==> src/rtl/status_led_sequencer_if.sv <==
// Front-panel LED bundle: startup-controller mode code and core strobes in,
// four active-low LED drives out.
interface status_led_sequencer_if;
  logic [2:0] MODE;
  logic       nACC_IN;
  logic       nDELAYING_IN;
  logic       nLED_ACC;
  logic       nLED_DELAYING;
  logic       nLED_STANDBY;
  logic       nLED_PWROK;

  modport master (
    output MODE, nACC_IN, nDELAYING_IN,
    input  nLED_ACC, nLED_DELAYING, nLED_STANDBY, nLED_PWROK
  );

  modport slave (
    input  MODE, nACC_IN, nDELAYING_IN,
    output nLED_ACC, nLED_DELAYING, nLED_STANDBY, nLED_PWROK
  );
endinterface

==> src/rtl/status_led_sequencer.sv <==
// Registered front-panel LED driver: mode-specific blink patterns on a 1 ms
// tick plus a pulse stretcher so short access strobes stay visible.
module status_led_sequencer #(
  parameter int unsigned CLK_HZ         = 48000000,
  parameter int unsigned BLINK_SLOW_MS  = 500,
  parameter int unsigned BLINK_FAST_MS  = 125,
  parameter int unsigned ACC_STRETCH_MS = 30
) (
  input logic                   MCLK,
  input logic                   MRST,
  status_led_sequencer_if.slave bus
);

  localparam int unsigned TICK_CYC  = CLK_HZ / 1000;
  localparam int unsigned PW        = (TICK_CYC > 1) ? $clog2(TICK_CYC) : 1;
  localparam int unsigned BLINK_MAX = (BLINK_SLOW_MS > BLINK_FAST_MS) ? BLINK_SLOW_MS : BLINK_FAST_MS;
  localparam int unsigned BW        = (BLINK_MAX > 1) ? $clog2(BLINK_MAX) : 1;
  localparam int unsigned SW        = $clog2(ACC_STRETCH_MS + 1);

  localparam logic [2:0] M_EMU0 = 3'b010;
  localparam logic [2:0] M_EMU1 = 3'b011;
  localparam logic [2:0] M_STBY = 3'b101;
  localparam logic [2:0] M_ERR0 = 3'b110;
  localparam logic [2:0] M_ERR1 = 3'b111;

  logic [PW-1:0] presc_q, presc_d;
  logic [BW-1:0] blink_q, blink_d;
  logic [SW-1:0] stretch_q, stretch_d;
  logic          phase_q, phase_d;     // 1 = ON half-period
  logic [2:0]    mode_q, mode_d;
  logic [3:0]    led_q, led_d;         // {ACC, DELAYING, STANDBY, PWROK}, active-low

  logic          tick;
  logic          acc_on;
  logic [BW-1:0] blink_lim;

  always_comb begin
    tick      = (presc_q == PW'(TICK_CYC - 1));
    blink_lim = (mode_q == M_ERR0 || mode_q == M_ERR1) ? BW'(BLINK_FAST_MS - 1)
                                                       : BW'(BLINK_SLOW_MS - 1);
    presc_d   = tick ? '0 : presc_q + PW'(1);
    blink_d   = blink_q;
    phase_d   = phase_q;
    mode_d    = mode_q;

    if (tick) begin
      if (blink_q == blink_lim) begin
        blink_d = '0;
        phase_d = ~phase_q;
      end else begin
        blink_d = blink_q + BW'(1);
      end
    end

    // A mode change overrides any tick in the same cycle so the new pattern
    // opens with a full ON half-period.
    if (bus.MODE != mode_q) begin
      presc_d = '0;
      blink_d = '0;
      phase_d = 1'b1;
      mode_d  = bus.MODE;
    end

    if (!bus.nACC_IN)
      stretch_d = SW'(ACC_STRETCH_MS);
    else if (tick && stretch_q != '0)
      stretch_d = stretch_q - SW'(1);
    else
      stretch_d = stretch_q;

    acc_on = !bus.nACC_IN || (stretch_q != '0);

    led_d = '1;
    case (mode_d)
      M_EMU0, M_EMU1: begin
        led_d[0] = 1'b0;
        led_d[2] = bus.nDELAYING_IN;
        led_d[3] = ~acc_on;
      end
      M_STBY: begin
        led_d[0] = 1'b0;
        led_d[1] = ~phase_d;
      end
      M_ERR0: led_d[0] = ~phase_d;
      M_ERR1: begin
        led_d[0] = ~phase_d;
        led_d[1] = phase_d;
      end
      default: led_d = '1;
    endcase
  end

  always_ff @(posedge MCLK) begin
    if (MRST) begin
      presc_q   <= '0;
      blink_q   <= '0;
      stretch_q <= '0;
      phase_q   <= 1'b1;
      mode_q    <= '0;
      led_q     <= '1;
    end else begin
      presc_q   <= presc_d;
      blink_q   <= blink_d;
      stretch_q <= stretch_d;
      phase_q   <= phase_d;
      mode_q    <= mode_d;
      led_q     <= led_d;
    end
  end

  assign bus.nLED_ACC      = led_q[3];
  assign bus.nLED_DELAYING = led_q[2];
  assign bus.nLED_STANDBY  = led_q[1];
  assign bus.nLED_PWROK    = led_q[0];

endmodule

==> src/flat_wrapper.sv <==
// flat-port wrapper written by rule: the top's interface ports become plain ports
module status_led_sequencer_flat 
#(
  parameter int unsigned CLK_HZ         = 48000000,
  parameter int unsigned BLINK_SLOW_MS  = 500,
  parameter int unsigned BLINK_FAST_MS  = 125,
  parameter int unsigned ACC_STRETCH_MS = 30
)
  (MCLK, MRST, bus_MODE, bus_nACC_IN, bus_nDELAYING_IN, bus_nLED_ACC, bus_nLED_DELAYING, bus_nLED_STANDBY, bus_nLED_PWROK);
  status_led_sequencer_if bus_i ();
  input logic MCLK;
  input logic MRST;
  input wire logic [$bits(bus_i.MODE)-1:0] bus_MODE;
  input wire logic [$bits(bus_i.nACC_IN)-1:0] bus_nACC_IN;
  input wire logic [$bits(bus_i.nDELAYING_IN)-1:0] bus_nDELAYING_IN;
  output wire logic [$bits(bus_i.nLED_ACC)-1:0] bus_nLED_ACC;
  output wire logic [$bits(bus_i.nLED_DELAYING)-1:0] bus_nLED_DELAYING;
  output wire logic [$bits(bus_i.nLED_STANDBY)-1:0] bus_nLED_STANDBY;
  output wire logic [$bits(bus_i.nLED_PWROK)-1:0] bus_nLED_PWROK;
  assign bus_i.MODE = bus_MODE;
  assign bus_i.nACC_IN = bus_nACC_IN;
  assign bus_i.nDELAYING_IN = bus_nDELAYING_IN;
  assign bus_nLED_ACC = bus_i.nLED_ACC;
  assign bus_nLED_DELAYING = bus_i.nLED_DELAYING;
  assign bus_nLED_STANDBY = bus_i.nLED_STANDBY;
  assign bus_nLED_PWROK = bus_i.nLED_PWROK;
  status_led_sequencer #(.CLK_HZ(CLK_HZ), .BLINK_SLOW_MS(BLINK_SLOW_MS), .BLINK_FAST_MS(BLINK_FAST_MS), .ACC_STRETCH_MS(ACC_STRETCH_MS)) u_core (.MCLK(MCLK), .MRST(MRST), .bus(bus_i));
endmodule
==> config.mk <==
export PLATFORM = sky130hd
export DESIGN_NAME = status_led_sequencer_flat
export DESIGN_NICKNAME = d
export VERILOG_FILES = /design/src/rtl/status_led_sequencer_if.sv /design/src/rtl/status_led_sequencer.sv /design/src/flat_wrapper.sv
export SDC_FILE = /design/constraint.sdc
export NUM_CORES = 1
export LEC_CHECK = 0
export ABC_AREA = 1
export BUFFER_PORTS_ARGS = -buffer_cell sky130_fd_sc_hd__buf_2
export CAP_MARGIN = 20
export CORE_MARGIN = 2
export CORE_UTILIZATION = 50
export CTS_CLUSTER_SIZE = 28
export DETAILED_ROUTE_END_ITERATION = 8
export GPL_TIMING_DRIVEN = 0
export PLACE_DENSITY = 0.63
export SLEW_MARGIN = 20
export SYNTH_ARGS = -nofsm -noshare
export SYNTH_HDL_FRONTEND = slang
export SYNTH_SLANG_ARGS = --single-unit
==> constraint.sdc <==
create_clock -name MCLK -period 3.23 [get_ports MCLK]
set_input_delay 0.1615 -clock MCLK [delete_from_list [all_inputs] [get_ports MCLK]]
set_output_delay 0.1615 -clock MCLK [all_outputs]
set_load 0.01 [all_outputs]
# Yosys cells after proc, flatten, opt, wreduce, memory -nomap -nowiden
# Cells that the tools add are included.
[classes]
n_addsub = 3
n_mul = 0
div = 0
magnitude_cmp = 0
n_eq_ne = 11
shift = 0
n_mux = 10
n_bitwise = 5
reduce_logical = 12
[ops]
columns = ["operator", "count"]
rows = [
  ["$mux W9", 2],
  ["$add A16 B1 Y16 const B", 1],
  ["$eq A16 B16 Y1 const B", 1],
  ["$eq A3 B3 Y1 const B", 5],
  ["$mux W5", 2],
  ["$reduce_or A2 Y1", 5],
  ["$add A9 B1 Y9 const B", 1],
  ["$eq A9 B9 Y1", 1],
  ["$eq A3 B2 Y1 const B", 2],
  ["$reduce_or A3 Y1", 2],
  ["$not A1 Y1", 5],
  ["$reduce_bool A5 Y1", 1],
  ["$sub A5 B1 Y5 const B", 1],
  ["$pmux W1 S2", 2],
  ["$mux W1", 3],
  ["$mux W3", 1],
  ["$ne A3 B3 Y1", 1],
  ["$logic_or A1 B1 Y1", 2],
  ["$ne A2 B1 Y1 const B", 1],
  ["$logic_and A1 B1 Y1", 1],
  ["$logic_not A1 Y1", 1],
]
[word_totals]
register_bits = 38
latch_bits = 0
mem_bits_rw = 0
romBits = 0
input_bits = 7
output_inout_bits = 4
word_cells = 49
n_memories = 0

# Logic depth before layout (Yosys ltp)
[depth]
depth_word = 9
mapped_depth = 12
ltp_nobuf = 11

# Worst setup path after synthesis
# OpenSTA, ideal clock, no wires.
[synth_path]
path_type = "flip-flop to flip-flop"
start = "register u_core.presc_q[0]"
end = "register u_core.stretch_q[3]"
setup_ps = 129
arrival_time_ps = 1384
t_required_ps = 3101
path_slack_ps = 1718
path_stages_with_launch = 12
path_buffers = 1
synth_period_minus_slack_ps = 1512
path_cell_list = "dfxtp_1 -> ha_1 -> nand3_2 -> inv_1 -> nand3_1 -> nor2_2 -> buf_6 -> nand2_4 -> o21ai_1 -> nand2_1 -> nor2_1 -> nor2_1"
[synth_via]
elab_chain_cells = 3
[synth_rtl]
columns = ["element", "line_no", "rtl"]
rows = [
  ["start, declared", "status_led_sequencer.sv:26", "logic [PW-1:0] presc_q, presc_d;"],
  ["start signal, assigned", "status_led_sequencer.sv:102", "presc_q <= presc_d;"],
  ["$eq A16 B16 Y1", "status_led_sequencer.sv:38", "tick = (presc_q == PW'(TICK_CYC - 1));"],
  ["$logic_and A1 B1 Y1", "status_led_sequencer.sv:66", "else if (tick && stretch_q != '0)"],
  ["$ne A2 B1 Y1 (no source line)", "-", ""],
  ["end signal, assigned", "status_led_sequencer.sv:104", "stretch_q <= stretch_d;"],
  ["end, declared", "status_led_sequencer.sv:28", "logic [SW-1:0] stretch_q, stretch_d;"],
]
# No other way between the ends.
# A chain may end at the register's enable or synchronous reset.

# Worst setup path in the final report
[layout_path]
start = "register u_core.presc_q[0]"
end = "register u_core.blink_q[7]"
[layout_via]
elab_chain_cells = 1
[layout_rtl]
columns = ["element", "line_no", "rtl"]
rows = [
  ["$eq A16 B16 Y1", "status_led_sequencer.sv:38", ""],
  ["end signal, assigned", "status_led_sequencer.sv:103", "blink_q <= blink_d;"],
  ["end, declared", "status_led_sequencer.sv:27", "logic [BW-1:0] blink_q, blink_d;"],
]
# No other way between the ends.

==> flow_summary_export.csv <==
group,metric,value,unit
status,status,"completed",
floorplanning,coreArea,3740,µm²
power,pwr_density_cell,411,nW/µm²
sta,timing.final.ws_setup,1550,ps
drt,via_per_inst,4.84,
clock_network,tritoncts,"built",
setup_path,r2r_start,"u_core.presc_q[0]",
yosys,synth_area_leaders,"dfxtp_1 38%, nand2_1 11%, inv_1 8.5%",
clock_network,cts_made_buffers,5,
setup_path,crit_chain,"ha_1 -> nand3_2 -> inv_1 -> nand3_1 -> nor2_2 -> buf_6 -> nand3_4 -> nand2_2 -> inv_2 -> o21ai_1 -> a21oi_1",
drt,drtAntennaViolNets,0,
flow_run,cap_violations,0,
floorplanning,initial_core_util,53.0,%
hold_path,hold_path.class,"in -> reg",
sta,skew,6.43,ps
drt,wl_per_cell,10.1,µm
hold_path,hold_start,"bus_nDELAYING_IN",
placed_design,gp_congestion,0.778,
drt,wirelength,3470,µm
clock_network,clk_path_buf_depth,2,
final_layout,diodes,0,
final_layout,syn2layout_area_growth,10.8,%
yosys,ys_ff_latch,38,
yosys,ys_seq_area_share,38.3,%
yosys,yosysMostFrequentCell,"nand2_1",
drt,first_pass_iters,4,
placed_design,io_buffers,9,
drt,drcViolationCount,0,
setup_path,critPathLaunch,"u_core.presc_q[0]",
floorplanning,io_pins,11,
yosys,netlist_area,1980,µm²
sta,hold_violations,0,
clock_network,postCtsResizedCells,0,
sta,setup_viol,0,
setup_path,worst_ep_required_time,3400,ps
floorplanning,die_area,4490,µm²
setup_path,slowest_stage,"dfxtp_1",
final_layout,final_net_count,304,
yosys,post_synth_inst_count,278,
yosys,synth_ff_type,"dfxtp_1",
setup_path,path_max_fanout,10,
power,p_leak,0.921,nW
yosys,ys_types,31,
placed_design,pre_cts_ws,1540,ps
floorplanning,die_x,67,µm
clock_network,clockRootBuffer,"clkbuf_8",
clock_network,postCtsSetupBuffers,0,
yosys,synth_top_cell_area_share,38.3,%
yosys,netlist_top_cells_count,"57 x nand2_1, 45 x inv_1, 38 x dfxtp_1, 33 x nor2_1, 19 x nand3_1",
yosys,async_reset_ff_share,0,%
drt,vias,1660,
setup_path,crit_arrival,1860,ps
yosys,synth_edf_count,0,
clock_network,clock-sinks,38,
sta,max_freq,0.594,GHz
clock_network,ctsHoldBuffers,0,
sta,tns,0,ps
yosys,yosys.area.top_type,"dfxtp_1",
yosys,syn-num-nets,288,
sta,tightest_slew,477,ps
setup_path,critPathLaunchType,"flip-flop",
clock_network,clock_latency,280,ps
setup_path,path_class,"reg -> reg",
sta,slew-limit-headroom,68.2,%
final_layout,drive_gt1_share,14.2,%
sta,period_share,52.1,%
sta,fin_crit,1680,ps
sta,finalMaxSlewViolations,0,
clock_network,htreeDepth,2,
global_route,track_usage,17.7,%
placed_design,dpl.hpwl,2690,µm
clock_network,path_clk_slew,70,ps
global_route,antenna_found_initial,0,
floorplanning,rows,22,
yosys,avgSynthCellArea,7.14,µm²
global_route,first_global_vias,1485,
sta,rsz0062_at_grt,"false",
global_route,grt_overflow,0,
setup_path,critPathBufInv,3,
power,ir_drop,0.241,mV
setup_path,max_stage_delay,360,ps
global_route,grt_max_degree,12,
setup_path,crit_family,"simple AND/OR/NAND/NOR gates",
drt,drtIter0Drc,79,
floorplanning,dieHeight,67,µm
yosys,synth_warnings,0,
global_route,grt_pass1_wl,6070,µm
setup_path,endpoint_kind,"flip-flop",
where the power goes:
group          total (mW)  switching (mW)  leakage, nW  internal (mW)
combinational      0.0468          0.0298        0.555         0.0171
sequential          0.482         0.00554        0.309          0.477
clock               0.374           0.159       0.0575          0.215
final timing paths:
| check | end | slack, ps | cells after the start |
|---|---|---|---|
| worst min register to register | u_core.presc_q[0] | 460 | 1 |
| worst max register to register | u_core.blink_q[7] | 1550 | 11 |
| worst min-delay path | u_core.led_q[2] | 60 | 3 |
| worst max-delay path | u_core.blink_q[7] | 1550 | 11 |
kinds of logic (layout without fill, tap and decap cells):
family	after synthesis	count (layout)	share of synthesized area [%]
flops	38	38	38.3
simple gates	144	144	35.4
buf+inv	50	67	9.84
fa+ha+maj	3	3	1.89
compound gates	29	29	8.32
xor+xnor	14	14	6.18
stage by stage:
step / area [µm²] / util (%) / total power, mW / std cells / hold WS, ps
after global placement: 2090 / 55.8 / 0.540 / 335 / 355
after global routing: 2200 / 58.8 / 0.944 / 343 / 74.1
after floorplan: 1980 / - / 0.525 / 278 / 253
after detailed placement: 2090 / 55.8 / 0.541 / 335 / 350
after CTS: 2200 / 58.8 / 0.919 / 343 / 49.3
final: 2200 / 58.8 / 0.903 / 343 / 63.9
per-layer routing:
metal	vias up	global-route usage (%)	wire, µm
met5	-	0	0
met4	0	6.89	54
met3	6	4.05	71
met2	10	28.5	1590
met1	737	22.8	1750
li1	907	-	-
cell type report:
type	instances	area (µm²)
buffer	2	15.0
sequential	38	761
clock buffer	8	110
multi-input combinational	190	1030
inverter	48	180
timing repair buffer	9	45.0
fill	380	1540
tap	48	60.1
cell usage in the layout, fill, tap and decap left out, drive strengths merged:
master	instances
a211oi	1
a21oi	17
buf	10
clkbuf	9
dfxtp	38
ha	3
inv	48
nand2	63
nand3	22
nand3b	1
nand4	8
nor2	38
nor3	10
nor3b	1
o211ai	1
o21ai	10
or2	1
xnor2	5
xor2	9
tightest hold or removal path, cell delays in order:
cell and delay (ps):
buf_2 70, inv_1 30, nand2_1 50
state kept, by name, summed over array words and instances (netlist names):
| register | count |
|---|---|
| u_core.mode_q | 3 |
| u_core.phase_q | 1 |
| u_core.blink_q | 9 |
| u_core.led_q | 4 |
| u_core.presc_q | 16 |
| u_core.stretch_q | 5 |
No activity file was read; power rests on OpenSTA's default activity.
